--- config.mk ---
export PLATFORM = sky130hd
export DESIGN_NAME = i2c_slave_byte_ctl
export DESIGN_NICKNAME = d
export VERILOG_FILES = /design/src/rtl/i2c_slave_byte_ctl_pkg.sv /design/src/rtl/i2c_slave_byte_ctl_glitch_filter.sv /design/src/rtl/i2c_slave_byte_ctl.sv
export SDC_FILE = /design/constraint.sdc
export NUM_CORES = 1
export LEC_CHECK = 0
export ABC_AREA = 1
export BUFFER_PORTS_ARGS = -buffer_cell sky130_fd_sc_hd__buf_2
export CAP_MARGIN = 20
export CORE_MARGIN = 2
export CORE_UTILIZATION = 30
export CTS_BUF_LIST = sky130_fd_sc_hd__clkbuf_4
export CTS_CLUSTER_DIAMETER = 50
export DETAILED_ROUTE_END_ITERATION = 10
export GPL_TIMING_DRIVEN = 0
export PLACE_DENSITY = 0.56
export SLEW_MARGIN = 20
export SYNTH_ARGS = -nofsm -noshare
export SYNTH_HDL_FRONTEND = slang
export SYNTH_SLANG_ARGS = --single-unit
export TNS_END_PERCENT = 5
--- constraint.sdc ---
create_clock -name i_sysclk -period 3.3 [get_ports i_sysclk]
set_clock_uncertainty 0.2 [all_clocks]
set_input_delay 0.495 -clock i_sysclk [delete_from_list [all_inputs] [get_ports i_sysclk]]
set_output_delay 0.495 -clock i_sysclk [all_outputs]
set_load 0.1 [all_outputs]
--- src/rtl/i2c_slave_byte_ctl_pkg.sv ---
// Shared I2C definitions: slave FSM states, ACK/NAK line levels, master
// command codes and the slave controller's registered context.
package i2c_slave_byte_ctl_pkg;

  typedef enum logic [2:0] {
    ST_IDLE      = 3'd0,
    ST_ADDR      = 3'd1,
    ST_ADDR_ACK  = 3'd2,
    ST_RX        = 3'd3,
    ST_RX_ACK    = 3'd4,
    ST_TX        = 3'd5,
    ST_TX_ACK    = 3'd6,
    ST_WAIT_STOP = 3'd7
  } state_t;

  // Line level seen or driven during the ninth bit.
  localparam logic I2C_ACK = 1'b0;
  localparam logic I2C_NAK = 1'b1;

  // Command codes used by the companion master controller.
  typedef enum logic [2:0] {
    CMD_NOP    = 3'd0,
    CMD_START  = 3'd1,
    CMD_WRITE  = 3'd2,
    CMD_READ   = 3'd3,
    CMD_STOP   = 3'd4,
    CMD_RSTART = 3'd5
  } cmd_t;

  // Everything the slave controller registers besides its state.
  typedef struct packed {
    logic [3:0] bit_cnt;
    logic [7:0] shift;
    logic [7:0] tx_shift;
    logic [7:0] tx_buf;
    logic       tx_wait;
    logic       tx_got;
    logic       sda_oen;
    logic [7:0] rx_data;
    logic       rx_valid;
    logic       tx_req;
    logic       tx_underrun;
    logic       addr_match;
    logic       rw;
    logic       stop;
    logic       busy;
    logic       scl_q;
    logic       sda_q;
  } ctl_t;

  // Idle bus: both lines remembered high, SDA released, no pulses.
  localparam ctl_t CTL_RESET = '{
    bit_cnt:     4'd0,
    shift:       8'h00,
    tx_shift:    8'hFF,
    tx_buf:      8'h00,
    tx_wait:     1'b0,
    tx_got:      1'b0,
    sda_oen:     1'b1,
    rx_data:     8'h00,
    rx_valid:    1'b0,
    tx_req:      1'b0,
    tx_underrun: 1'b0,
    addr_match:  1'b0,
    rw:          1'b0,
    stop:        1'b0,
    busy:        1'b0,
    scl_q:       1'b1,
    sda_q:       1'b1
  };

  // True when the 7-bit address field of a received address byte is ours.
  function automatic logic addr_hit(input logic [7:0] addr_byte,
                                    input logic [6:0] own);
    return addr_byte[7:1] == own;
  endfunction

endpackage

--- src/rtl/i2c_slave_byte_ctl_glitch_filter.sv ---
// Two-flop synchroniser followed by a stability filter: the output only
// follows the synchronised input once it has held a new level for
// dfsr+1 consecutive clocks. Everything resets to 1 (idle bus).
module i2c_glitch_filter #(
  parameter int FILT_W = 6
) (
  input  logic              clk,
  input  logic              rst_n,
  input  logic              pad,
  input  logic [FILT_W-1:0] dfsr,
  output logic              filt
);

  logic [1:0]        sync;
  logic [FILT_W-1:0] cnt;

  // Synchronise the pad, then count how long it has disagreed with the output.
  // NOTE: flops are written with <= so every register samples pre-edge values.
  always_ff @(posedge clk) begin
    if (!rst_n) begin
      sync <= 2'b11;
      cnt  <= '0;
      filt <= 1'b1;
    end else begin
      sync <= {sync[0], pad};
      if (sync[1] == filt) begin
        cnt <= '0;
      end else if (cnt == dfsr) begin
        filt <= sync[1];
        cnt  <= '0;
      end else begin
        cnt <= cnt + 1'b1;
      end
    end
  end

endmodule

--- src/rtl/i2c_slave_byte_ctl.sv ---
// I2C byte-level slave: filters the bus, detects START/STOP, receives the
// address, then receives or transmits bytes with ACK handling. SCL is never
// driven (no clock stretching); SDA is open-drain through o_sda_oen.
module i2c_slave_byte_ctl
  import i2c_slave_byte_ctl_pkg::*;
#(
  parameter int FILT_W = 6
) (
  input  logic              i_sysclk,
  input  logic              i_reset_n,
  input  logic              i_enable,
  input  logic [6:0]        i_own_addr,
  input  logic [FILT_W-1:0] i_dfsr,
  input  logic              i_scl,
  input  logic              i_sda,
  output logic              o_sda_oen,
  input  logic [7:0]        i_tx_data,
  input  logic              i_tx_valid,
  output logic              o_tx_req,
  output logic              o_tx_underrun,
  output logic [7:0]        o_rx_data,
  output logic              o_rx_valid,
  output logic              o_addr_match,
  output logic              o_rw,
  output logic              o_stop,
  output logic              o_busy
);

  state_t     state, state_next;
  ctl_t       r, rn;
  logic       scl_f, sda_f;
  logic       scl_rise, scl_fall, sda_rise, sda_fall;
  logic       start_det, stop_det;
  logic [7:0] shift_in;
  logic       tx_avail;
  logic [7:0] tx_byte;
  logic       do_load;

  i2c_glitch_filter #(.FILT_W(FILT_W)) u_scl_filt (
    .clk   (i_sysclk),
    .rst_n (i_reset_n),
    .pad   (i_scl),
    .dfsr  (i_dfsr),
    .filt  (scl_f)
  );

  i2c_glitch_filter #(.FILT_W(FILT_W)) u_sda_filt (
    .clk   (i_sysclk),
    .rst_n (i_reset_n),
    .pad   (i_sda),
    .dfsr  (i_dfsr),
    .filt  (sda_f)
  );

  // Bus strobes from the filtered lines. START/STOP require SCL high both
  // before and after the SDA edge so simultaneous filter updates never fake one.
  assign scl_rise  = scl_f & ~r.scl_q;
  assign scl_fall  = ~scl_f & r.scl_q;
  assign sda_rise  = sda_f & ~r.sda_q;
  assign sda_fall  = ~sda_f & r.sda_q;
  assign start_det = sda_fall & scl_f & r.scl_q;
  assign stop_det  = sda_rise & scl_f & r.scl_q;
  assign shift_in  = {r.shift[6:0], sda_f};

  // Byte to send next: the buffered one, a same-cycle valid, or 0xFF on underrun.
  assign tx_avail = r.tx_got | (r.tx_wait & i_tx_valid);
  assign tx_byte  = r.tx_got ? r.tx_buf : (tx_avail ? i_tx_data : 8'hFF);

  // State register and controller context.
  always_ff @(posedge i_sysclk) begin
    if (!i_reset_n) begin
      state <= ST_IDLE;
      r     <= CTL_RESET;
    end else begin
      state <= state_next;
      r     <= rn;
    end
  end

  // Next-state and next-context logic; START/STOP/disable override bit handling.
  always_comb begin
    // NOTE: every output of this block is defaulted first so no latch is inferred.
    state_next     = state;
    rn             = r;
    do_load        = 1'b0;
    rn.rx_valid    = 1'b0;
    rn.tx_req      = 1'b0;
    rn.tx_underrun = 1'b0;
    rn.addr_match  = 1'b0;
    rn.stop        = 1'b0;
    rn.scl_q       = scl_f;
    rn.sda_q       = sda_f;

    if (r.tx_wait && !r.tx_got && i_tx_valid) begin
      rn.tx_got = 1'b1;
      rn.tx_buf = i_tx_data;
    end

    if (stop_det) begin
      state_next = ST_IDLE;
      rn.sda_oen = 1'b1;
      rn.busy    = 1'b0;
      rn.stop    = 1'b1;
      rn.tx_wait = 1'b0;
    end else if (start_det) begin
      state_next = i_enable ? ST_ADDR : ST_IDLE;
      rn.sda_oen = 1'b1;
      rn.busy    = 1'b1;
      rn.bit_cnt = 4'd0;
      rn.tx_wait = 1'b0;
    end else if (!i_enable) begin
      state_next = ST_IDLE;
      rn.sda_oen = 1'b1;
      rn.tx_wait = 1'b0;
    end else begin
      case (state)
        ST_ADDR: begin
          if (scl_rise) begin
            rn.shift   = shift_in;
            rn.bit_cnt = r.bit_cnt + 4'd1;
            if (r.bit_cnt == 4'd7) begin
              if (addr_hit(shift_in, i_own_addr)) begin
                rn.addr_match = 1'b1;
                rn.rw         = shift_in[0];
                state_next    = ST_ADDR_ACK;
              end else begin
                state_next = ST_WAIT_STOP;
              end
            end
          end
        end

        ST_RX: begin
          if (scl_rise) begin
            rn.shift   = shift_in;
            rn.bit_cnt = r.bit_cnt + 4'd1;
            if (r.bit_cnt == 4'd7) begin
              rn.rx_data  = shift_in;
              rn.rx_valid = 1'b1;
              state_next  = ST_RX_ACK;
            end
          end
        end

        ST_TX: begin
          if (scl_rise) begin
            rn.bit_cnt = r.bit_cnt + 4'd1;
            if (r.bit_cnt == 4'd7) state_next = ST_TX_ACK;
          end else if (scl_fall) begin
            rn.sda_oen  = r.tx_shift[7];
            rn.tx_shift = {r.tx_shift[6:0], 1'b1};
          end
        end

        // Ninth bit: drive ACK (or release when the master acknowledges),
        // then decide where the next byte goes on the following fall.
        ST_ADDR_ACK, ST_RX_ACK, ST_TX_ACK: begin
          if (scl_fall && r.bit_cnt == 4'd8) begin
            rn.sda_oen = (state == ST_TX_ACK) ? I2C_NAK : I2C_ACK;
          end else if (scl_rise && r.bit_cnt == 4'd8) begin
            rn.bit_cnt = 4'd0;
            if (state == ST_TX_ACK && sda_f == I2C_NAK) begin
              state_next = ST_WAIT_STOP;
            end else if (state == ST_TX_ACK || (state == ST_ADDR_ACK && r.rw)) begin
              rn.tx_req  = 1'b1;
              rn.tx_wait = 1'b1;
              rn.tx_got  = 1'b0;
            end
          end else if (scl_fall && r.bit_cnt == 4'd0) begin
            if (state == ST_RX_ACK || (state == ST_ADDR_ACK && !r.rw)) begin
              rn.sda_oen = 1'b1;
              state_next = ST_RX;
            end else begin
              do_load = 1'b1;
            end
          end
        end

        default: ;
      endcase

      if (do_load) begin
        rn.sda_oen     = tx_byte[7];
        rn.tx_shift    = {tx_byte[6:0], 1'b1};
        rn.tx_underrun = ~tx_avail;
        rn.tx_wait     = 1'b0;
        rn.tx_got      = 1'b0;
        state_next     = ST_TX;
      end
    end
  end

  assign o_sda_oen     = r.sda_oen;
  assign o_tx_req      = r.tx_req;
  assign o_tx_underrun = r.tx_underrun;
  assign o_rx_data     = r.rx_data;
  assign o_rx_valid    = r.rx_valid;
  assign o_addr_match  = r.addr_match;
  assign o_rw          = r.rw;
  assign o_stop        = r.stop;
  assign o_busy        = r.busy;

endmodule

==> results.sh, run 1 <==
export IMPL_whs_ps=53.8
export IMPL_dpl_worst_slack_ps=1320
export IMPL_fin_setup_tns_ps=0
export IMPL_nets=523
export IMPL_grt_antenna_before_repair=0
export IMPL_critPathRequiredTime_ps=2600
export IMPL_root_buffer="clkbuf_4"
export IMPL_overflow=0
export IMPL_worstPathMaxFanout=2
export IMPL_finalCriticalPeriod_ps=2030
export IMPL_drive_above_1_share_pct=18.9
export IMPL_avgSynthCellArea_sq_um=7.36
export IMPL_critPathTopFamily="buffers and inverters"
export IMPL_timing_final_crit_share_pct=61.4
export IMPL_cap_viol_max_count=0
export IMPL_die_w_um=108
export IMPL_cts_setup_buffers=0
export IMPL_synth_area_leaders="dfxtp_1 42%, nand2_1 9.3%, nor2_1 6.9%"
export IMPL_initialDrtViolationCount=85
export IMPL_grt_usage_pct=14.4
export IMPL_path_class="reg2out"
export IMPL_arrival_ps=1330
export IMPL_n_antenna_cell=0
export IMPL_setup_violations=0
export IMPL_clkSlewWorstSetupHoldPaths_ps=120
export IMPL_area_growth_pct=17.5
export IMPL_vias=2882
export IMPL_cp_end_kind="output port"
export IMPL_yosysSeqAreaShare_pct=41.5
export IMPL_synth_seq_cells=67
export IMPL_netlist_area_leader_share_pct=41.5
export IMPL_grt_max_degree=13
export IMPL_holdBufCountCts=0
export IMPL_place_gp_congestion=0.874
export IMPL_syn_inst=439
export IMPL_io_pins=43
export IMPL_status="finished, final reports clean"
export IMPL_portBuffers=42
export IMPL_rrSetupSlack_ps=1280
export IMPL_synth_edf_count=0
export IMPL_rows=37
export IMPL_clk_path_buf_depth=2
export IMPL_hold_class="in2reg"
export IMPL_slew_violations=0
export IMPL_cts_tree="done"
export IMPL_synth_distinct_cells=35
export IMPL_clock_fmax_mhz=493
export IMPL_critPathBufInv=2
export IMPL_fin_ws_ps=1270
export IMPL_p_total_mw=1.67
export IMPL_tightest_slew_ps=619
export IMPL_ctsResizeCount=0
export IMPL_wirelength_um=7750
export IMPL_crit_slowest_cell="buf_2"
export IMPL_hold_viol=0
export IMPL_p_per_area_nw_per_um2=440
export IMPL_postLayoutCoreUtil_pct=36.6
export IMPL_yosys_top_cells_count="80 x nand2_1, 67 x dfxtp_1, 59 x nor2_1"
export IMPL_initial_core_util_pct=31.1
export IMPL_die_area_sq_um=11600
export IMPL_worstSkewPairLatency_ps=440
export IMPL_die_y_um=108
export IMPL_drt_pre_antenna_iters=4
export IMPL_htree_levels=3
export IMPL_synth_cell_area_sq_um=3230
export IMPL_synthArstFlopShare_pct=0
export IMPL_ir_worst_vdd_mv=0.249
export IMPL_remaining_drc_errors=0
export IMPL_p_leak_nw=1.68
export IMPL_synthesis_nets=470
export IMPL_cts_buffers=9
export IMPL_startpoint_type="flip-flop"
export IMPL_synth_warning_count=0
export IMPL_grt_pass1_vias=2821
export IMPL_viasPerCell=4.55
export IMPL_synthFlopType="dfxtp_1"
export IMPL_grt_pass1_wl_um=13000
export IMPL_yosysTopAreaCell="dfxtp_1"
export IMPL_crit_chain="buf_4 -> buf_2"
export IMPL_hpwlAfterDp_um=5790
export IMPL_synth_most_common_cell="nand2_1"
export IMPL_clock_sinks=67
export IMPL_core_sq_um=10400
export IMPL_max_slew_margin_rel_pct=58.8
export IMPL_wl_per_cell_um=12.2
export IMPL_ant_nets=0
export IMPL_rsz0062_at_grt="no"
export IMPL_critical_path_max_stage_delay_ps=410
## final cells by class
cell class / count / area [sq um]
Fill cell: 1146 / 6580
Inverter: 54 / 203
Clock buffer: 9 / 67.6
Timing Repair Buffer: 42 / 210
Buffer: 18 / 115
Tap cell: 136 / 170
Multi-Input combinational cell: 300 / 1570
Sequential cell: 67 / 1340
Clock inverter: 7 / 116
## routing by layer
| metal | wire [um] | part of all wire [%] | track usage, % |
|---|---|---|---|
| met2 | 3490 | 45 | 23.0 |
| met5 | 0 | 0 | 0 |
| met4 | 114 | 1.5 | 5.40 |
| met3 | 302 | 3.9 | 4.36 |
| met1 | 3850 | 50 | 18.2 |
## cell usage in the layout (no fill, tap or decap), types with 2 or more instances in the layout
| master | instances |
|---|---|
| or2_2 | 4 |
| nor2_2 | 2 |
| buf_2 | 43 |
| a21oi_1 | 20 |
| inv_2 | 6 |
| nand3_1 | 26 |
| ha_1 | 4 |
| o22ai_1 | 8 |
| o211ai_1 | 7 |
| nand2_1 | 80 |
| nor3_1 | 7 |
| a211o_1 | 2 |
| buf_4 | 10 |
| dfxtp_1 | 67 |
| clkbuf_4 | 9 |
| xor2_1 | 8 |
| o21ai_1 | 2 |
| nand2_2 | 3 |
| xnor2_1 | 16 |
| nor2_1 | 59 |
| clkinv_1 | 2 |
| nor2_4 | 4 |
| nand4_1 | 2 |
| inv_1 | 46 |
| a211oi_1 | 4 |
| clkinv_2 | 2 |
| o21ai_0 | 35 |
| clkbuf_1 | 5 |
| bufinv_16 | 3 |
## per-stage QoR
| step | instance area (sq um) | cells |
|---|---|---|
| 2_1_floorplan | 3230 | 439 |
| 3_3_place_gp | 3610 | 617 |
| 3_5_place_dp | 3610 | 617 |
| 4_1_cts | 3790 | 633 |
| 5_1_grt | 3790 | 633 |
| 6_report | 3790 | 633 |
## worst reg2reg max path, stage by stage (launching register included)
cell and delay (ps):
dfxtp_1 380, inv_2 150, nand4_1 200, nand2_1 210
inv_1 100, nand2_1 160, inv_1 100, nand2_4 120
inv_2 90, o211ai_1 90, nand3_1 90
## power breakdown
part           switching [mW]  total, mW  internal, mW
clock network           0.316      0.698         0.382
registers             0.00961      0.828         0.818
logic                  0.0906      0.143        0.0524
## path summary, 6_finish.rpt
check             cells past startpoint                  to                from
setup / recovery                      2        o_rx_data[7]        o_rx_data[7]
hold / removal                        2  u_sda_filt.sync[0]               i_sda
hold reg to reg                       1  u_scl_filt.sync[1]  u_scl_filt.sync[0]
setup reg to reg                     10               r[30]     u_sda_filt.filt
## kinds of logic after synthesis
kind of cell	count (synthesis)	synth area share [%]
simple gates	190	26.0
compound gates	82	14.5
buf+inv	72	9.84
flops	67	41.5
xor+xnor	24	6.51
fa+ha+maj	4	1.55
## registers in the layout, indices dropped and copies added, names as in the netlist
register and flops:
r 30, o_rx_data 8, u_scl_filt.cnt 6, u_sda_filt.cnt 6, state 3, u_scl_filt.sync 2, u_sda_filt.sync 2, o_addr_match 1
o_busy 1, o_rw 1, o_rx_valid 1, o_sda_oen 1, o_stop 1, o_tx_req 1, o_tx_underrun 1, u_scl_filt.filt 1
u_sda_filt.filt 1
Note: power is estimated with default switching activity, not from simulation.
==> run 2: changes to the inputs <==
Clock period 3.3 ns to 2.12 ns, I/O delays scaled along.
==> results.sh, run 2 (synthesis results as in run 1) <==
export IMPL_critical_path_max_stage_delay_ps=540
export IMPL_core_sq_um=10400
export IMPL_p_int_mw=1.87
export IMPL_status="finished, final reports clean"
export IMPL_rsz0062_at_grt="no"
export IMPL_arrival_ps=2110
export IMPL_io_pins=43
export IMPL_max_slew_margin_rel_pct=59.6
export IMPL_cap_viol_max_count=0
export IMPL_path_class="reg2reg"
export IMPL_hpwlAfterDp_um=5670
export IMPL_setup_violations=0
export IMPL_ant_nets=0
export IMPL_grt_pass1_vias=2750
export IMPL_htree_levels=3
export IMPL_place_gp_congestion=0.894
export IMPL_crit_slowest_cell="nor4_4"
export IMPL_timing_final_crit_share_pct=92.1
export IMPL_initial_core_util_pct=31.1
export IMPL_largest_register="r"
export IMPL_layout_commonest_cell="nand2_1"
export IMPL_cts_tree="done"
export IMPL_hold_class="in2reg"
export IMPL_clk_path_buf_depth=2
export IMPL_die_w_um=108
export IMPL_viasPerCell=4.49
export IMPL_nets=535
export IMPL_p_switching_uw=629
export IMPL_largest_reg_flops=30
export IMPL_switching_share_pct=25.1
export IMPL_grt_max_degree=12
export IMPL_remaining_drc_errors=0
export IMPL_grt_antenna_before_repair=0
export IMPL_vias=2894
export IMPL_clkSlewWorstSetupHoldPaths_ps=120
export IMPL_tightest_slew_ps=606
export IMPL_drt_pre_antenna_iters=5
export IMPL_p_clk_share_pct=38.7
export IMPL_drive_above_1_share_pct=19.4
export IMPL_layout_common_cells="79 x nand2_1, 65 x dfxtp_1, 58 x nor2_1"
export IMPL_critPathRequiredTime_ps=2280
export IMPL_slew_violations=0
export IMPL_cp_end_kind="flip-flop"
export IMPL_grt_usage_pct=14.0
export IMPL_worstSkewPairLatency_ps=430
export IMPL_finalCriticalPeriod_ps=1950
export IMPL_worstPathMaxFanout=10
export IMPL_wl_per_cell_um=11.8
export IMPL_fin_setup_tns_ps=0
export IMPL_die_area_sq_um=11600
export IMPL_fill_cells=1120
export IMPL_overflow=0
export IMPL_p_leak_nw=1.72
export IMPL_crit_chain="nand3_1 -> nor4_4 -> buf_6 -> o21ai_0 -> a21oi_1"
export IMPL_p_per_area_nw_per_um2=640
export IMPL_area_growth_pct=20.8
export IMPL_hold_viol=0
export IMPL_rows=37
export IMPL_cts_buffers=9
export IMPL_initialDrtViolationCount=111
export IMPL_portBuffers=42
export IMPL_grt_pass1_wl_um=12700
export IMPL_startpoint_type="flip-flop"
export IMPL_n_antenna_cell=0
export IMPL_ir_worst_vdd_mv=0.283
export IMPL_root_buffer="clkbuf_4"
export IMPL_clock_fmax_mhz=512
export IMPL_comb_power_share_pct=9.7
export IMPL_dpl_instance_area_sq_um=3610
export IMPL_clock_sinks=67
export IMPL_finalInstanceArea_sq_um=3900
export IMPL_seq_power_share_pct=51.5
export IMPL_die_y_um=108
export IMPL_wirelength_um=7630
[run 2: cell types whose count changed in the layout (fill, tap and decap cells not counted), moves of 2 or more]
cell	previous run	this run
dfxtp_2	0	2
clkbuf_4	9	11
dfxtp_1	67	65
dlygate4sd3_1	0	12
[run 2: repair_timing]
action,4_1_cts,5_1_grt
setup buffers,0,0
endpoints found under the hold margin,12,0
hold buffers,12,0
resized for setup,0,4
endpoints found under the setup margin,0,8
[run 2: final timing paths]
| path | from | end | slack [ps] | depth (start not counted) |
|---|---|---|---|---|
| setup / recovery | state[0] | o_rx_data[3] | 170 | 5 |
| hold / removal | i_dfsr[3] | u_scl_filt.filt | 140 | 6 |
| setup reg to reg | state[0] | o_rx_data[3] | 170 | 5 |
| hold reg to reg | u_scl_filt.sync[0] | u_scl_filt.sync[1] | 220 | 1 |
[run 2: per-layer routing]
metal	vias up	track usage (%)	part of all wire [%]
met5	-	0	0
met4	0	5.77	1.9
met3	14	3.15	3.2
met2	37	22.3	45
met1	1299	18.1	50
li1	1544	-	-
[run 2: power groups by stage]
stage,clock network (mW),logic (mW),registers (mW)
finish,0.968,0.243,1.29
CTS,1.01,0.241,1.29
global route,1.06,0.274,1.29
floorplan,0,0.148,1.32
global placement,0,0.220,1.32
detailed placement,0,0.222,1.32
[run 2: area by class of cell]
class,instances,area [sq um],share of cell area [%]
Sequential cell,67,1340,34.4
Clock inverter,5,77.6,1.99
Timing Repair Buffer,54,330,8.46
Inverter,54,203,5.19
Buffer,18,115,2.95
Tap cell,136,170,4.36
Clock buffer,11,82.6,2.12
Multi-Input combinational cell,300,1580,40.5
[run 2: worst max-delay path: cells and delay by family, from the launching register on]
family	cells	cell delay [ps]
buf+inv	1	210
compound gates	2	220
flops	1	490
simple gates	2	760
[run 2: metrics by stage]
step                      power [mW]  setup WS (ps)  instances  utilization [%]  hold WS (ps)
after floorplan                 1.47            265        439                -           193
after global placement          1.54            168        617             34.8           195
after detailed placement        1.54            149        617             34.8           203
after CTS                       2.54            111        645             37.5           121
after global routing            2.63          0.166        645             37.6           168
final                           2.50            168        645             37.6           139
==> run 3: changes to the inputs <==
Clock period 2.12 ns to 1.9 ns, I/O delays scaled along.
==> results.sh, run 3 (synthesis results as in run 1) <==
export IMPL_grt_pass1_wl_um=12700
export IMPL_finalInstanceArea_sq_um=4010
export IMPL_cap_viol_max_count=0
export IMPL_viasPerCell=4.46
export IMPL_critPathRequiredTime_ps=2020
export IMPL_layout_commonest_cell="nand2_1"
export IMPL_die_w_um=108
export IMPL_rsz0062_at_grt="yes"
export IMPL_initial_core_util_pct=31.1
export IMPL_hold_class="in2reg"
export IMPL_vias=2906
export IMPL_grt_pass1_vias=2753
export IMPL_overflow=0
export IMPL_clock_sinks=67
export IMPL_grt_antenna_before_repair=0
export IMPL_grt_usage_pct=14.0
export IMPL_cts_buffers=9
export IMPL_core_sq_um=10400
export IMPL_place_gp_congestion=0.894
export IMPL_io_pins=43
export IMPL_startpoint_type="flip-flop"
export IMPL_worstSkewPairLatency_ps=430
export IMPL_root_buffer="clkbuf_4"
export IMPL_drt_pre_antenna_iters=4
export IMPL_p_per_area_nw_per_um2=699
export IMPL_hold_viol=0
export IMPL_worstPathMaxFanout=6
export IMPL_rows=37
export IMPL_drive_above_1_share_pct=23.8
export IMPL_dpl_instance_area_sq_um=3610
export IMPL_cts_tree="done"
export IMPL_initialDrtViolationCount=102
export IMPL_p_leak_nw=1.76
export IMPL_tightest_slew_ps=609
export IMPL_timing_final_crit_share_pct=96.6
export IMPL_area_growth_pct=24.3
export IMPL_max_slew_margin_rel_pct=59.4
export IMPL_hpwlAfterDp_um=5670
export IMPL_wirelength_um=7730
export IMPL_slew_violations=0
export IMPL_die_y_um=108
export IMPL_clkSlewWorstSetupHoldPaths_ps=110
export IMPL_portBuffers=42
export IMPL_grt_max_degree=12
export IMPL_n_antenna_cell=0
export IMPL_setup_violations=0
export IMPL_clk_path_buf_depth=2
export IMPL_die_area_sq_um=11600
export IMPL_path_class="reg2reg"
export IMPL_remaining_drc_errors=0
export IMPL_finalCriticalPeriod_ps=1840
export IMPL_largest_register="r"
export IMPL_arrival_ps=1960
export IMPL_htree_levels=3
export IMPL_ant_nets=0
export IMPL_wl_per_cell_um=11.9
export IMPL_cp_end_kind="flip-flop"
export IMPL_status="finished, final reports clean"
export IMPL_nets=542
export IMPL_ir_worst_vdd_mv=0.316
export IMPL_clock_fmax_mhz=545
export IMPL_fin_setup_tns_ps=0
export IMPL_layout_common_cells="76 x nand2_1, 62 x dfxtp_1, 57 x nor2_1"
export IMPL_largest_reg_flops=30
[run 3: cell count changes in the layout (fill, tap and decap cells not counted), moves of 3 or more]
cell,delta
buf_4,+7
dfxtp_1,-3
inv_1,-3
nand2_1,-3
nand2_2,+3
nand3_1,-3
nand3_2,+3
[run 3: per-stage QoR]
stage               setup slack [ps]  std cells  hold WS [ps]  utilization, %  power (mW)
finish                          64.0        652           107            38.7        2.81
global route                   -46.9        652           135            38.7        2.95
CTS                            -5.28        647          87.5            37.8        2.84
detailed placement             -70.6        617           203            34.8        1.72
global placement               -52.2        617           195            34.8        1.71
floorplan                       44.8        439           192               -        1.64
[run 3: power breakdown]
group          switching (mW)  internal [mW]  total [mW]
logic                   0.170          0.117       0.287
registers              0.0178           1.42        1.44
clock network           0.522          0.559        1.08
[run 3: final timing paths]
path / endpoint / depth (start not counted) / from / slack [ps]
setup reg to reg: r[45] / 11 / r[44] / 60
setup / recovery: r[45] / 11 / r[44] / 60
hold reg to reg: u_scl_filt.sync[1] / 1 / u_scl_filt.sync[0] / 220
hold / removal: u_scl_filt.filt / 6 / i_dfsr[3] / 110
[run 3: routing by layer]
metal	share of wire (%)	wire, um	up-vias	GRT usage (%)
met5	0	0	-	0
met2	46	3520	36	22.3
met1	49	3810	1299	18.1
met4	1.7	129	0	5.77
met3	3.5	273	12	3.15
li1	-	-	1559	-
[run 3: critical path: stages (launching register included)]
cell and delay, ps:
dfxtp_1 350, inv_2 90, ha_4 150, nand3_1 120, nor2_4 180, nor2_1 50, o21ai_1 160, nand2_2 130
inv_2 110, nand2_2 50, nand2_2 90, nor2_1 50
[run 3: what timing repair did]
action / CTS / global route
hold buffers: 12 / 0
setup buffers: 2 / 5
endpoints found under the hold margin: 13 / 0
setup endpoints to repair: 11 / 35
pin swaps: 1 / 3
gates resized for setup: 4 / 24
[run 3: layout make-up]
| cell class | count | area (sq um) |
|---|---|---|
| inverters | 54 | 209 |
| fillers | 1112 | 6360 |
| repair buffers | 61 | 383 |
| clock inverters | 5 | 77.6 |
| well taps | 136 | 170 |
| flip-flops and latches | 67 | 1350 |
| multi-input cells | 300 | 1620 |
| clock buffers | 11 | 82.6 |
| plain buffers | 18 | 116 |
